===== config.mk =====
export PLATFORM = sky130hd
export DESIGN_NAME = uart_tx_arbiter
export DESIGN_NICKNAME = d
export VERILOG_FILES = /design/src/rtl/uart_pkg.sv /design/src/rtl/rr_pick.sv /design/src/rtl/uart_tx_arbiter.sv
export SDC_FILE = /design/constraint.sdc
export NUM_CORES = 1
export LEC_CHECK = 0
export CELL_PAD_IN_SITES_DETAIL_PLACEMENT = 2
export CELL_PAD_IN_SITES_GLOBAL_PLACEMENT = 2
export CORE_MARGIN = 2
export CORE_UTILIZATION = 31
export CTS_CLUSTER_DIAMETER = 60
export DETAILED_ROUTE_END_ITERATION = 7
export PLACE_DENSITY_LB_ADDON = 0.1
export SETUP_SLACK_MARGIN = 0.5
export SYNTH_ARGS = -nofsm -noshare
export SYNTH_HDL_FRONTEND = slang
export SYNTH_SLANG_ARGS = --single-unit

===== constraint.sdc =====
create_clock -name clk -period 6.75 [get_ports clk]
set_input_delay 1.35 -clock clk [delete_from_list [all_inputs] [get_ports clk]]
set_output_delay 1.35 -clock clk [all_outputs]
set_load 0.01 [all_outputs]

===== src/rtl/uart_pkg.sv =====
// Shared UART definitions: line timing, header tag and arbiter FSM states.
package uart_pkg;

    localparam int unsigned CLK_HZ  = 50_000_000;
    localparam int unsigned BAUD    = 9600;
    localparam int unsigned BIT_CYC = 5208;
    localparam logic [3:0]  HDR_TAG = 4'hA;

    typedef enum logic [2:0] {
        ST_IDLE,
        ST_GRANT,
        ST_HDR_START,
        ST_HDR_WAIT,
        ST_DAT_START,
        ST_DAT_WAIT,
        ST_ACK
    } arb_state_t;

    // Source-ID header byte: tag in the high nibble, 3-bit id wrapped mod 8.
    function automatic logic [7:0] hdr_byte(input int unsigned idx, input int unsigned base);
        logic [2:0] id;
        id = 3'((idx + base) % 8);
        return {HDR_TAG, 1'b0, id};
    endfunction

endpackage


===== src/rtl/rr_pick.sv =====
// Combinational rotating-priority picker: first set request at or after ptr.
module rr_pick #(
    parameter  int unsigned N  = 4,
    localparam int unsigned IW = $clog2(N)
) (
    input  logic [N-1:0]  req,
    input  logic [IW-1:0] ptr,
    output logic [N-1:0]  onehot,
    output logic [IW-1:0] idx,
    output logic          valid
);

    logic [IW-1:0] pos;

    // Scan ptr, ptr+1, ... mod N and keep the first requester found.
    always_comb begin
        onehot = '0;
        idx    = '0;
        valid  = 1'b0;
        pos    = '0;
        for (int unsigned k = 0; k < N; k++) begin
            pos = IW'((32'(ptr) + k) % N);
            if (!valid && req[pos]) begin
                valid       = 1'b1;
                onehot[pos] = 1'b1;
                idx         = pos;
            end
        end
    end

endmodule


===== src/rtl/uart_tx_arbiter.sv =====
// Round-robin arbiter sharing one 8N1 UART shifter among N_REQ byte requesters.
module uart_tx_arbiter import uart_pkg::*; #(
    parameter int unsigned N_REQ   = 4,
    parameter bit          ADD_ID  = 1'b1,
    parameter int unsigned ID_BASE = 0
) (
    input  logic               clk,
    input  logic               rst_n,
    input  logic [N_REQ-1:0]   req,
    input  logic [8*N_REQ-1:0] req_data,
    output logic [N_REQ-1:0]   ack,
    output logic               tx_start,
    output logic [7:0]         tx_data,
    input  logic               tx_busy,
    input  logic               tx_done,
    output logic [2:0]         grant_id,
    output logic               active
);

    localparam int unsigned IW = $clog2(N_REQ);

    arb_state_t       state;
    logic [IW-1:0]    rr_ptr;
    logic [IW-1:0]    gnt_idx;
    logic [N_REQ-1:0] gnt_oh;
    logic [7:0]       data_q;

    logic [N_REQ-1:0] pick_oh;
    logic [IW-1:0]    pick_idx;
    logic             pick_valid;

    rr_pick #(.N(N_REQ)) u_pick (
        .req    (req),
        .ptr    (rr_ptr),
        .onehot (pick_oh),
        .idx    (pick_idx),
        .valid  (pick_valid)
    );

    // Transaction sequencer: grant, optional header frame, data frame, ack.
    always_ff @(posedge clk or negedge rst_n) begin
        if (!rst_n) begin
            state    <= ST_IDLE;
            rr_ptr   <= '0;
            gnt_idx  <= '0;
            gnt_oh   <= '0;
            data_q   <= '0;
            ack      <= '0;
            tx_start <= 1'b0;
            tx_data  <= '0;
            grant_id <= '0;
            active   <= 1'b0;
        end else begin
            ack      <= '0;
            tx_start <= 1'b0;
            unique case (state)
                ST_IDLE: begin
                    if (|req) state <= ST_GRANT;
                end
                ST_GRANT: begin
                    // A request withdrawn between IDLE and GRANT leaves nothing to serve.
                    if (pick_valid) begin
                        gnt_idx  <= pick_idx;
                        gnt_oh   <= pick_oh;
                        data_q   <= req_data[8*pick_idx +: 8];
                        grant_id <= 3'(pick_idx);
                        active   <= 1'b1;
                        state    <= ADD_ID ? ST_HDR_START : ST_DAT_START;
                    end else begin
                        state <= ST_IDLE;
                    end
                end
                ST_HDR_START: begin
                    if (!tx_busy) begin
                        tx_start <= 1'b1;
                        tx_data  <= hdr_byte(32'(gnt_idx), ID_BASE);
                        state    <= ST_HDR_WAIT;
                    end
                end
                ST_HDR_WAIT: begin
                    if (tx_done) state <= ST_DAT_START;
                end
                ST_DAT_START: begin
                    if (!tx_busy) begin
                        tx_start <= 1'b1;
                        tx_data  <= data_q;
                        state    <= ST_DAT_WAIT;
                    end
                end
                ST_DAT_WAIT: begin
                    if (tx_done) begin
                        ack   <= gnt_oh;
                        state <= ST_ACK;
                    end
                end
                ST_ACK: begin
                    active <= 1'b0;
                    rr_ptr <= (gnt_idx == IW'(N_REQ - 1)) ? '0 : gnt_idx + 1'b1;
                    state  <= ST_IDLE;
                end
                default: state <= ST_IDLE;
            endcase
        end
    end

endmodule

Yosys cells after proc, flatten, opt, wreduce, memory -nomap -nowiden

Index checks and enable logic that the tools add are counted.
W data, S select, Z words.

Word-level logic and storage cells: 102
Output and inout bits: 17
Register bits after elaboration: 33

$lt $le $gt $ge: 8
Reductions and logical operators: 19
Shift-type cells: 1
Muxes and demuxes: 45
Equality and inequality tests: 13
$add $sub $neg: 4
Bitwise gates (word level): 3

Operator list:

| kind                  | count |
|---|---|
| $shiftx A32 B6 Y8     | 1 |
| $mux W4               | 6 |
| $pmux W3 S6           | 1 |
| $mux W8               | 2 |
| $pmux W8 S2           | 1 |
| $mux W1               | 15 |
| $mux W3               | 5 |
| $lt A2 B3 Y1 const B  | 4 |
| $mux W2               | 6 |
| $ne A2 B2 Y1 const B  | 6 |
| $or A4 B4 Y4          | 3 |
| $eq A3 B3 Y1 const B  | 3 |
| $bmux W1 S2           | 4 |
| $demux W1 S2          | 4 |
| $ge A2 B1 Y1 const B  | 4 |
| $logic_and A1 B1 Y1   | 7 |
| $eq A3 B2 Y1 const B  | 2 |
| $reduce_and A5 Y1     | 1 |
| $add A2 B1 Y2 const B | 2 |
| $add A2 B2 Y2 const B | 2 |
| $reduce_and A2 Y1     | 2 |
| $reduce_bool A2 Y1    | 2 |
| $reduce_or A4 Y1      | 1 |
| $eq A3 B1 Y1 const B  | 1 |
| 6 further kinds       | 8 |

Logic depth before layout (Yosys ltp)

Gate-level depths: netlist of run 1.

Word-level depth: 14
Mapped depth: 12
Mapped depth without buffers: 8

By module

A second synthesis of run 1 with hierarchy kept.

Cells, all modules: 154
Area total of the unflattened synthesis: 2023.2 um^2

By module, submodules not included:

| module          | sequential area each (um^2) | times used | cells each | area each (um^2) |
|---|---|---|---|---|
| uart_tx_arbiter | 825.8                       | 1          | 109        | 1601.5 |
| rr_pick         | 0.0                         | 1          | 45         | 421.7 |

Worst setup path before layout of run 1

OpenSTA, ideal clock, no wires.

Path kind: input port to flip-flop
Start: in req[1]
End: reg data_q[0]
Setup slack: 3.632 ns
Library setup time: 0.141 ns
Arrival time: 2.977 ns
Path buffers: 3
Stages on the path: 9
Required time: 6.609 ns
Cells stage by stage: buf_6 > mux4_2 > nor2b_4 > nand2b_4 > a22oi_2 > buf_6 > buf_12 > mux2i_1 > o221ai_1

Word-level cells in the longest chain between the ends: 13

RTL lines:

| item                                                   | RTL line              | text |
|---|---|---|
| start, declared                                        | uart_tx_arbiter.sv:9  | `input logic [N_REQ-1:0] req,` |
| $bmux W1 S2                                            | rr_pick.sv:23         | `if (!valid && req[pos]) begin` |
| $mux W1 (not written as such)                          | rr_pick.sv:23         |  |
| $mux W1                                                | rr_pick.sv:23         |  |
| $logic_not A1 Y1                                       | rr_pick.sv:23         |  |
| $logic_and A1 B1 Y1                                    | rr_pick.sv:23         |  |
| $mux W1                                                | rr_pick.sv:23         |  |
| $logic_not A1 Y1                                       | rr_pick.sv:23         |  |
| $logic_and A1 B1 Y1                                    | rr_pick.sv:23         |  |
| $mux W1                                                | rr_pick.sv:23         |  |
| $logic_not A1 Y1                                       | rr_pick.sv:23         |  |
| $logic_and A1 B1 Y1                                    | rr_pick.sv:23         |  |
| $mux W2 or $mux W1 (tied branches)                     | rr_pick.sv:23         |  |
| $shiftx A32 B6 Y8 or $reduce_and A2 Y1 (tied branches) | --                    |  |
| end signal, assigned                                   | uart_tx_arbiter.sv:65 | `data_q <= req_data[8*pick_idx +: 8];` |
| end, declared                                          | uart_tx_arbiter.sv:26 | `logic [7:0] data_q;` |

Parallel ways exist; a longest one is shown, timed or not. The select of a mux whose other input is x is not followed.
A chain may end at the register's enable or synchronous reset.

Worst setup path in the final report of run 1

Start: in req[1]
End: reg data_q[6]

The elaborated chain is that of the path after synthesis.

==> results.json, run 1 <==
{
  "post_cts_buffers": 0,
  "status": "complete, no violations",
  "ys_seq_area_frac": 0.425,
  "cp-end-kind": "flop",
  "cap_viol_max_count": 0,
  "yosys_register_bits": 33,
  "cts_resized": 0,
  "grt_first_pass_wirelength_mm": 9.07,
  "power_density_nw_per_um2": 416,
  "slew_viol_final": 0,
  "first_pass_iters": 3,
  "die_y_um": 83.1,
  "first_global_vias": 1779,
  "finalNetCount": 286,
  "antennaDiodeCount": 0,
  "yosys-top-cells-area": "dfrtp_1 (43%), mux2i_1 (13%), nand2_1 (4.8%)",
  "cts_buffers": 5,
  "die_w_um": 83.1,
  "core_um2": 5990,
  "placed_area_um2": 2500,
  "postRouteAntennaNets": 0,
  "drive_above_1_share": 0.0705,
  "die_area_um2": 6910,
  "vias": 1659,
  "synth-edff-count": 0,
  "clock_path_buffers": 2,
  "hold_viol_final": 0,
  "clock_sinks": 33,
  "fin_ws_ns": 2.75,
  "cts_tree": "yes",
  "dp_cells": 308,
  "synth.avg_cell_area_um2": 10.2,
  "ys.flop_type": "dfrtp_1",
  "arrival_ns": 4.16,
  "post-synth-top-area-fraction": 0.425,
  "synth_cells": 190,
  "finalClockSkew_ns": 0.00788,
  "period_needed_ns": 4.00,
  "vias_per_cell": 5.25,
  "grt-ovfl-total": 0,
  "rsz0062_at_grt": "false",
  "drt-total-wl_mm": 5.46,
  "hpwlAfterDp_mm": 4.36,
  "finish.instance_area_um2": 2580,
  "fin_hold_ws_ns": 0.472,
  "area_delta_synth_final_pct": 33.1,
  "critPathLaunch": "req[1]",
  "timing_worst_setup_path_type": "in2reg",
  "drc": 0,
  "cts_hold_buf": 0,
  "grt_max_degree": 34,
  "antenna_found_initial": 0,
  "root_buffer": "clkbuf_8",
  "total_leakage_power_nw": 1.12,
  "rows": 28,
  "finalPower_mw": 1.07,
  "worst_pin_slew_ns": 1.16,
  "fin_util": 0.431,
  "synth.distinct_cells": 38,
  "dpl_worst_slack_ns": 2.43,
  "cts-htree-levels": 2,
  "syn_nets": 236,
  "wl_per_cell_um": 17.3,
  "timing.fmax_ghz": 0.250,
  "port_buffers": 55,
  "grt_util_all_layers": 0.164,
  "synth_most_common_cell": "dfrtp_1",
  "yosys_warnings": 0,
  "io_pins": 57,
  "gp_congestion": 0.737,
  "initial_core_util": 0.324,
  "startpoint_type": "input port",
  "hold_class": "reg2reg",
  "ys_top_cells_by_count": "dfrtp_1 (33), mux2i_1 (25), nand2_1 (25)",
  "insertion_delay_ns": 0.28,
  "cp_data_required_time_ns": 6.90,
  "rr_startpoint": "rr_ptr[0]",
  "timing.setup.tns_ns": 0,
  "finalSetupViolCount": 0,
  "rrSetupSlack_ns": 3.18,
  "nFillCells": 633,
  "synth_area_um2": 1940,
  "min_from": "gnt_oh[2]",
  "clkTransAtPathRegs_ns": 0.07,
  "synth_top_cell_by_area": "dfrtp_1",
  "critPathMaxFanout": 17,
  "synthArstFlopShare": 1.00,
  "final_cell_count_no_fill": 316,
  "fin_crit_sh": 0.593,
  "relSlewSlack": 0.224,
  "ir_drop_mv": 0.136,
  "drt_iter0_markers": 44
}
==> cell families after synthesis <==
| family | count (synthesis) | share of synthesized area |
|---|---|---|
| buffers and inverters | 17 | 0.0567 |
| adders and majority gates | 6 | 0.0387 |
| AOI/OAI and AO/OA | 46 | 0.171 |
| muxes | 29 | 0.164 |
| and+or+nand+nor | 58 | 0.142 |
| other | 1 | 0.00193 |
| DFF | 33 | 0.425 |
==> routing by layer <==
| layer | vias up | share of wire | global-route usage |
|---|---|---|---|
| met1 | 822 | 0.43 | 0.205 |
| met4 | 0 | 0.014 | 0.0537 |
| met2 | 43 | 0.51 | 0.284 |
| met5 | - | 0 | 0 |
| met3 | 6 | 0.039 | 0.0328 |
| li1 | 788 | - | - |
==> final timing paths <==
path | cells after the start | endpoint
max in group asynchronous | 2 | gnt_oh[1]
worst min-delay path | 2 | gnt_oh[2]
worst min register to register | 2 | gnt_oh[2]
worst max-delay path | 7 | data_q[6]
min in group asynchronous | 2 | ack[0]
worst max register to register | 7 | data_q[6]
==> cell type report <==
class                      instances  area, um2  share of cell area
clock buffer                       5       68.8              0.0266
clock inverter                     3       17.5             0.00678
multi-input combinational        140       1010               0.389
sequential                        33        826               0.319
tap                               75       93.8              0.0363
inverter                           4       15.0             0.00581
timing repair buffer              56        558               0.216
==> registers in the layout (all words and copies together) (netlist names) <==
signal	cells
data_q	8
tx_data	8
ack	4
gnt_oh	4
state	3
grant_id	2
rr_ptr	2
active	1
tx_start	1
==> placed cells by master, fill, tap and decap left out, types with 3 or more instances in the layout <==
cell	n
clkdlybuf4s50_1	55
dfrtp_1	33
nand2_1	25
mux2i_1	25
nor2_1	14
o21ai_0	10
o221ai_1	8
a21oi_1	6
ha_1	6
and2_1	5
a22oi_1	5
clkbuf_8	5
inv_1	4
a221oi_1	4
a22o_1	4
nand2b_1	3
nor3_1	3
==> power breakdown <==
group,internal [mW],leakage [nW],total [mW],switching [mW]
Clock,0.0711,0.0439,0.144,0.0732
Combinational,0.281,0.659,0.570,0.289
Sequential,0.276,0.422,0.360,0.0843
==> critical path: stages <==
cell and delay (ns):
clkdlybuf4s50_1 0.56, mux4_2 0.54, nor2b_4 0.16, nand2b_4 0.14, a22oi_2 0.94, mux2i_1 0.32
o221ai_1 0.14
No activity file was read; power rests on OpenSTA's default activity.
==> inputs of run 2 (changes only) <==
--- a/config.mk
+++ b/config.mk
@@ -8,7 +8,7 @@
 export CELL_PAD_IN_SITES_DETAIL_PLACEMENT = 2
 export CELL_PAD_IN_SITES_GLOBAL_PLACEMENT = 2
 export CORE_MARGIN = 2
-export CORE_UTILIZATION = 31
+export CORE_UTILIZATION = 29
 export CTS_CLUSTER_DIAMETER = 60
 export DETAILED_ROUTE_END_ITERATION = 7
 export PLACE_DENSITY_LB_ADDON = 0.1
==> constraint.sdc (replaced) <==
create_clock -name clk -period 3.78 [get_ports clk]
set_input_delay 0.756 -clock clk [delete_from_list [all_inputs] [get_ports clk]]
set_output_delay 0.756 -clock clk [all_outputs]
set_load 0.01 [all_outputs]
==> run 2 against run 1 <==
Against the previous run:
- the run now ends with DRC left
- largest power group unchanged
- combinational power increased by 88%
- worst setup slack worse by 1.9 ns
- highest routed layer unchanged
- utilization decreased by 2.5 points
- final cell count increased by 1.3%
- global-route usage fell by 0.52 points
- critical path type unchanged
- count of clock-buffer cells in the layout increased by 2
- critical path depth rose by 1
- worst hold slack better by 0.0060 ns
- sequential share of layout area decreased by 0.31 points
- cell area grew 0.97%
- die area rose by 6.6%
==> results.json, run 2 (synthesis results as in run 1) <==
{
  "multiInputGateArea_um2": 1010,
  "pwr-share-comb": 0.548,
  "gp_congestion": 0.722,
  "cts_hold_buf": 0,
  "fin_crit_sh": 0.784,
  "cpPeakStageDelay_ns": 0.57,
  "crit_chain": "clkdlybuf4s50_1 -> mux4_2 -> nor2b_4 -> nand2b_4 -> a22oi_2 -> buf_4 -> mux2i_1 -> o221ai_1",
  "power.switching_mw": 0.794,
  "core_um2": 6420,
  "area_delta_synth_final_pct": 34.4,
  "final_cell_mix": "clkdlybuf4s50_1 (55), dfrtp_1 (33), nand2_1 (25), mux2i_1 (25), nor2_1 (14)",
  "hpwlAfterDp_mm": 4.32,
  "cts-htree-levels": 2,
  "first_pass_iters": 8,
  "postRouteAntennaNets": 0,
  "path_buf_inv": 2,
  "nFillCells": 714,
  "cp_data_required_time_ns": 3.91,
  "total_leakage_power_nw": 1.14,
  "port_buffers": 55,
  "placed_area_um2": 2520,
  "p_int_mw": 1.16,
  "drt-total-wl_mm": 5.52,
  "final_common_cell": "clkdlybuf4s50_1",
  "grt_util_all_layers": 0.159,
  "ir_drop_mv": 0.178,
  "initial_core_util": 0.302,
  "cap_viol_max_count": 0,
  "finalSetupViolCount": 0,
  "vias_per_cell": 5.26,
  "root_buffer": "clkbuf_8",
  "die_w_um": 85.8,
  "cpLargestDelayFamily": "buffers and inverters",
  "hold_viol_final": 0,
  "status": "finished, violations left",
  "clock_path_buffers": 2,
  "timing.setup.tns_ns": 0,
  "crit_slowest_cell": "clkdlybuf4s50_1",
  "startpoint_type": "input port",
  "critPathMaxFanout": 17,
  "relSlewSlack": 0.635,
  "hold_class": "reg2reg",
  "grt-ovfl-total": 0,
  "cp-end-kind": "flop",
  "finish.instance_area_um2": 2610,
  "netSwitchingFraction": 0.407,
  "first_global_vias": 1826,
  "antennaDiodeCount": 0,
  "clkPwrFrac": 0.134,
  "vias": 1684,
  "seqCellArea_um2": 826,
  "die_area_um2": 7370,
  "clock_sinks": 33,
  "grt_first_pass_wirelength_mm": 9.18,
  "power_density_nw_per_um2": 747,
  "finalPower_mw": 1.95,
  "cts_tree": "yes",
  "antenna_found_initial": 0,
  "timing.fmax_ghz": 0.337,
  "grt_max_degree": 34,
  "violations": "DRC",
  "drt_iter0_markers": 38,
  "dp_cells": 313,
  "finalClockSkew_ns": 0.00117,
  "insertion_delay_ns": 0.27,
  "post_cts_buffers": 0,
  "worst_pin_slew_ns": 0.548,
  "finalNetCount": 289,
  "final_cell_count_no_fill": 320,
  "pwr-share-seq": 0.318,
  "drive_above_1_share": 0.0741,
  "reg_top3": "data_q x8, tx_data x8",
  "die_y_um": 85.8,
  "rows": 29,
  "drc": 2,
  "wl_per_cell_um": 17.3,
  "fin_util": 0.406,
  "cts_resized": 0,
  "clkTransAtPathRegs_ns": 0.06,
  "timing_worst_setup_path_type": "in2reg",
  "slew_viol_final": 0,
  "io_pins": 57,
  "rsz0062_at_grt": "false",
  "arrival_ns": 3.09,
  "cts_buffers": 5,
  "period_needed_ns": 2.96
}
## run 2: power by group through the flow
stage               combinational, mW  clock, mW  sequential, mW
finish                           1.07      0.261           0.619
detailed placement               1.08          0           0.630
CTS                              1.09      0.271           0.624
global route                     1.19      0.289           0.644
floorplan                       0.770          0           0.606
global placement                 1.02          0           0.615
## run 2: metrics by stage
| step | hold WS [ns] | setup slack, ns |
|---|---|---|
| 3_3_place_gp | 0.458 | 0.661 |
| 5_1_grt | 0.509 | 0.658 |
| 4_1_cts | 0.486 | 0.800 |
| 6_report | 0.478 | 0.815 |
| 3_5_place_dp | 0.471 | 0.518 |
| 2_1_floorplan | 0.442 | 1.15 |
## run 2: cell type report
| class | count | area share |
|---|---|---|
| well taps | 77 | 0.0369 |
| flip-flops and latches | 33 | 0.316 |
| multi-input cells | 140 | 0.385 |
| inverters | 4 | 0.00575 |
| repair buffers | 59 | 0.222 |
| clock buffers | 7 | 0.0331 |
## run 2: worst paths after layout
path                            slack [ns]    endpoint  cells past startpoint      start
worst min register to register        0.48   gnt_oh[1]                      2  gnt_oh[1]
min in group asynchronous             0.89   gnt_oh[1]                      2      rst_n
worst max-delay path                  0.82   data_q[1]                      8     req[1]
worst min-delay path                  0.48   gnt_oh[1]                      2  gnt_oh[1]
max in group asynchronous             2.58  tx_data[7]                      2      rst_n
worst max register to register        0.88   data_q[1]                      8  rr_ptr[1]
## run 2: tightest hold or removal path, stage by stage, from the launching register on
cell	delay [ns]
dfrtp_1	0.34
nand2_1	0.05
o21ai_0	0.06
## run 2: metal layers
| metal | GRT usage | wire, um | vias up |
|---|---|---|---|
| li1 | - | - | 792 |
| met1 | 0.205 | 2520 | 840 |
| met2 | 0.268 | 2680 | 47 |
| met3 | 0.0337 | 255 | 5 |
| met4 | 0.0476 | 68 | 0 |
| met5 | 0 | 0 | - |
==> inputs of run 3 (changes only) <==
--- a/config.mk
+++ b/config.mk
@@ -8,7 +8,7 @@
 export CELL_PAD_IN_SITES_DETAIL_PLACEMENT = 2
 export CELL_PAD_IN_SITES_GLOBAL_PLACEMENT = 2
 export CORE_MARGIN = 2
-export CORE_UTILIZATION = 29
+export CORE_UTILIZATION = 26
 export CTS_CLUSTER_DIAMETER = 60
 export DETAILED_ROUTE_END_ITERATION = 7
 export PLACE_DENSITY_LB_ADDON = 0.1
==> constraint.sdc (replaced) <==
create_clock -name clk -period 2.6 [get_ports clk]
set_input_delay 0.52 -clock clk [delete_from_list [all_inputs] [get_ports clk]]
set_output_delay 0.52 -clock clk [all_outputs]
set_load 0.01 [all_outputs]
==> run 3 against run 2 <==
Against the previous run:
- the run now ends clean
- clock power up 48%
- combinational power increased by 93%
- non-clock buffer count up 22
- sequential share of layout area is 3.4 points lower
- clock skew up 0.0069 ns
- global-route usage is 1.2 points lower
- total power is 72% higher
- critical path depth up 1
- count of clock-buffer cells in the layout down 2
- cell area up 12%
- worst setup slack got worse by 0.44 ns
- die area grew 11%
- largest cell class unchanged
==> results.json, run 3 (synthesis results as in run 1) <==
{
  "port_buffers": 55,
  "first_global_vias": 1866,
  "cap_viol_max_count": 0,
  "final_cell_mix": "clkdlybuf4s50_1 (51), dfrtp_1 (31), nand2_1 (25), mux2i_1 (25), buf_4 (23)",
  "nFillCells": 806,
  "cp_data_required_time_ns": 2.76,
  "reg_top3": "data_q x8, tx_data x8",
  "crit_slowest_cell": "mux4_2",
  "fin_util": 0.404,
  "r2r_end": "data_q[5]",
  "endpoint": "data_q[5]",
  "vias_per_cell": 4.74,
  "r2r_cells": 9,
  "hpwlAfterDp_mm": 4.55,
  "hold_viol_final": 0,
  "antennaDiodeCount": 0,
  "clock_sinks": 33,
  "wl_per_cell_um": 16.5,
  "first_pass_iters": 4,
  "multiInputGateArea_um2": 1100,
  "cp.depth": 9,
  "fin_hold_ws_ns": 0.475,
  "grt_max_degree": 34,
  "antenna_found_initial": 0,
  "power_density_nw_per_um2": 1140,
  "grt_util_all_layers": 0.147,
  "rrSetupSlack_ns": 0.38,
  "critPathLaunch": "rr_ptr[1]",
  "cts_buffers": 5,
  "drc": 0,
  "die_y_um": 90.4,
  "die_w_um": 90.4,
  "io_pins": 57,
  "period_needed_ns": 2.22,
  "postRouteAntennaNets": 0,
  "finalSetupViolCount": 0,
  "clock_path_buffers": 2,
  "startpoint_type": "flop",
  "cts-htree-levels": 2,
  "insertion_delay_ns": 0.29,
  "grt_first_pass_wirelength_mm": 9.71,
  "critPathMaxFanout": 9,
  "drt_iter0_markers": 14,
  "drive_above_1_share": 0.210,
  "finalNetCount": 312,
  "finalClockSkew_ns": 0.00811,
  "total_leakage_power_nw": 1.28,
  "hold_class": "reg2reg",
  "final_cell_count_no_fill": 366,
  "cpLargestDelayFamily": "multiplexers",
  "slew_viol_final": 0,
  "arrival_ns": 2.38,
  "status": "complete, no violations",
  "timing.fmax_ghz": 0.450,
  "relSlewSlack": 0.530,
  "clkTransAtPathRegs_ns": 0.08,
  "root_buffer": "clkbuf_8",
  "rows": 31,
  "seqCellArea_um2": 828,
  "cp-end-kind": "flop",
  "grt-ovfl-total": 0,
  "ir_drop_mv": 0.360,
  "rsz0062_at_grt": "true",
  "path_buf_inv": 3,
  "area_delta_synth_final_pct": 50.8,
  "final_common_cell": "clkdlybuf4s50_1",
  "core_um2": 7250,
  "gp_congestion": 0.738,
  "vias": 1736,
  "fin_crit_sh": 0.855,
  "initial_core_util": 0.268,
  "rr_startpoint": "rr_ptr[1]",
  "drt-total-wl_mm": 6.05,
  "cpPeakStageDelay_ns": 0.52,
  "dp_cells": 348,
  "timing_worst_setup_path_type": "reg2reg",
  "cts_tree": "yes",
  "worst_pin_slew_ns": 0.705,
  "die_area_um2": 8180,
  "crit_chain": "buf_6 -> mux4_2 -> nor2b_4 -> nand2b_4 -> a22oi_2 -> buf_4 -> buf_12 -> mux2i_1 -> o221ai_1"
}
## run 3: changes by cell type in the layout (fill, tap and decap cells not counted), moves of 2 or more
cell	before	now
a221oi_2	0	3
or2_4	0	2
clkinv_2	0	2
o21ai_0	10	8
dfrtp_1	33	31
dlygate4sd2_1	0	4
a22oi_2	1	3
clkdlybuf4s50_1	55	51
buf_4	4	23
a221oi_1	4	1
a22oi_1	5	3
dfrtp_2	0	2
o21ai_1	0	2
inv_1	4	2
## run 3: layer usage
layer  track usage  vias to the layer above  part of all wire
li1              -                      838                 -
met3        0.0159                        5             0.022
met2         0.257                       28              0.50
met5             0                        -                 0
met4        0.0385                        0             0.010
met1         0.195                      865              0.46
## run 3: metrics by stage
step	worst slack (ns)	setup TNS [ns]	power, mW	instance area [um2]
after floorplan	0.207	0	2.07	1980
after global placement	-0.0280	-0.0787	2.61	2690
after detailed placement	-0.0748	-0.385	2.65	2690
after CTS	0.254	0	3.25	2860
after global routing	0.263	0	3.62	2930
final	0.378	0	3.35	2930
## run 3: worst min-delay path by stage
| stage | from | end | slack [ns] | depth (start not counted) |
|---|---|---|---|---|
| after detailed placement | tx_data[1] | tx_data[1] | 0.47 | 2 |
| after CTS | gnt_oh[1] | ack[1] | 0.48 | 1 |
| after global placement | gnt_oh[1] | gnt_oh[1] | 0.46 | 2 |
| final | gnt_oh[1] | ack[1] | 0.47 | 1 |
| after global routing | gnt_oh[1] | ack[1] | 0.50 | 1 |
| after floorplan | rst_n | ack[0] | 0.22 | 0 |
## run 3: where the power goes
part | leakage [nW] | switching, mW | internal [mW]
Clock | 0.0439 | 0.200 | 0.185
Sequential | 0.419 | 0.176 | 0.718
Combinational | 0.816 | 0.961 | 1.11
## run 3: area by class of cell
class | count | area share
multi-input cells | 141 | 0.374
flip-flops and latches | 33 | 0.283
repair buffers | 81 | 0.265
well taps | 99 | 0.0423
clock buffers | 5 | 0.0235
clock inverters | 3 | 0.00598
inverters | 4 | 0.00598
## run 3: repair_timing
| action | 4_1_cts | 5_1_grt |
|---|---|---|
| hold buffers | 0 | 0 |
| pin swaps | 2 | 5 |
| endpoints found under the setup margin | 13 | 14 |
| buffers inserted | 4 | 4 |
| cloned | 1 | 1 |
| gates resized for setup | 10 | 10 |
## run 3: worst reg2reg max path, cell delays in order (launching register included)
cell and delay, ns:
dfrtp_2 0.39, buf_6 0.11, mux4_2 0.52, nor2b_4 0.15, nand2b_4 0.13, a22oi_2 0.20, buf_4 0.15, buf_12 0.13
mux2i_1 0.19, o221ai_1 0.13
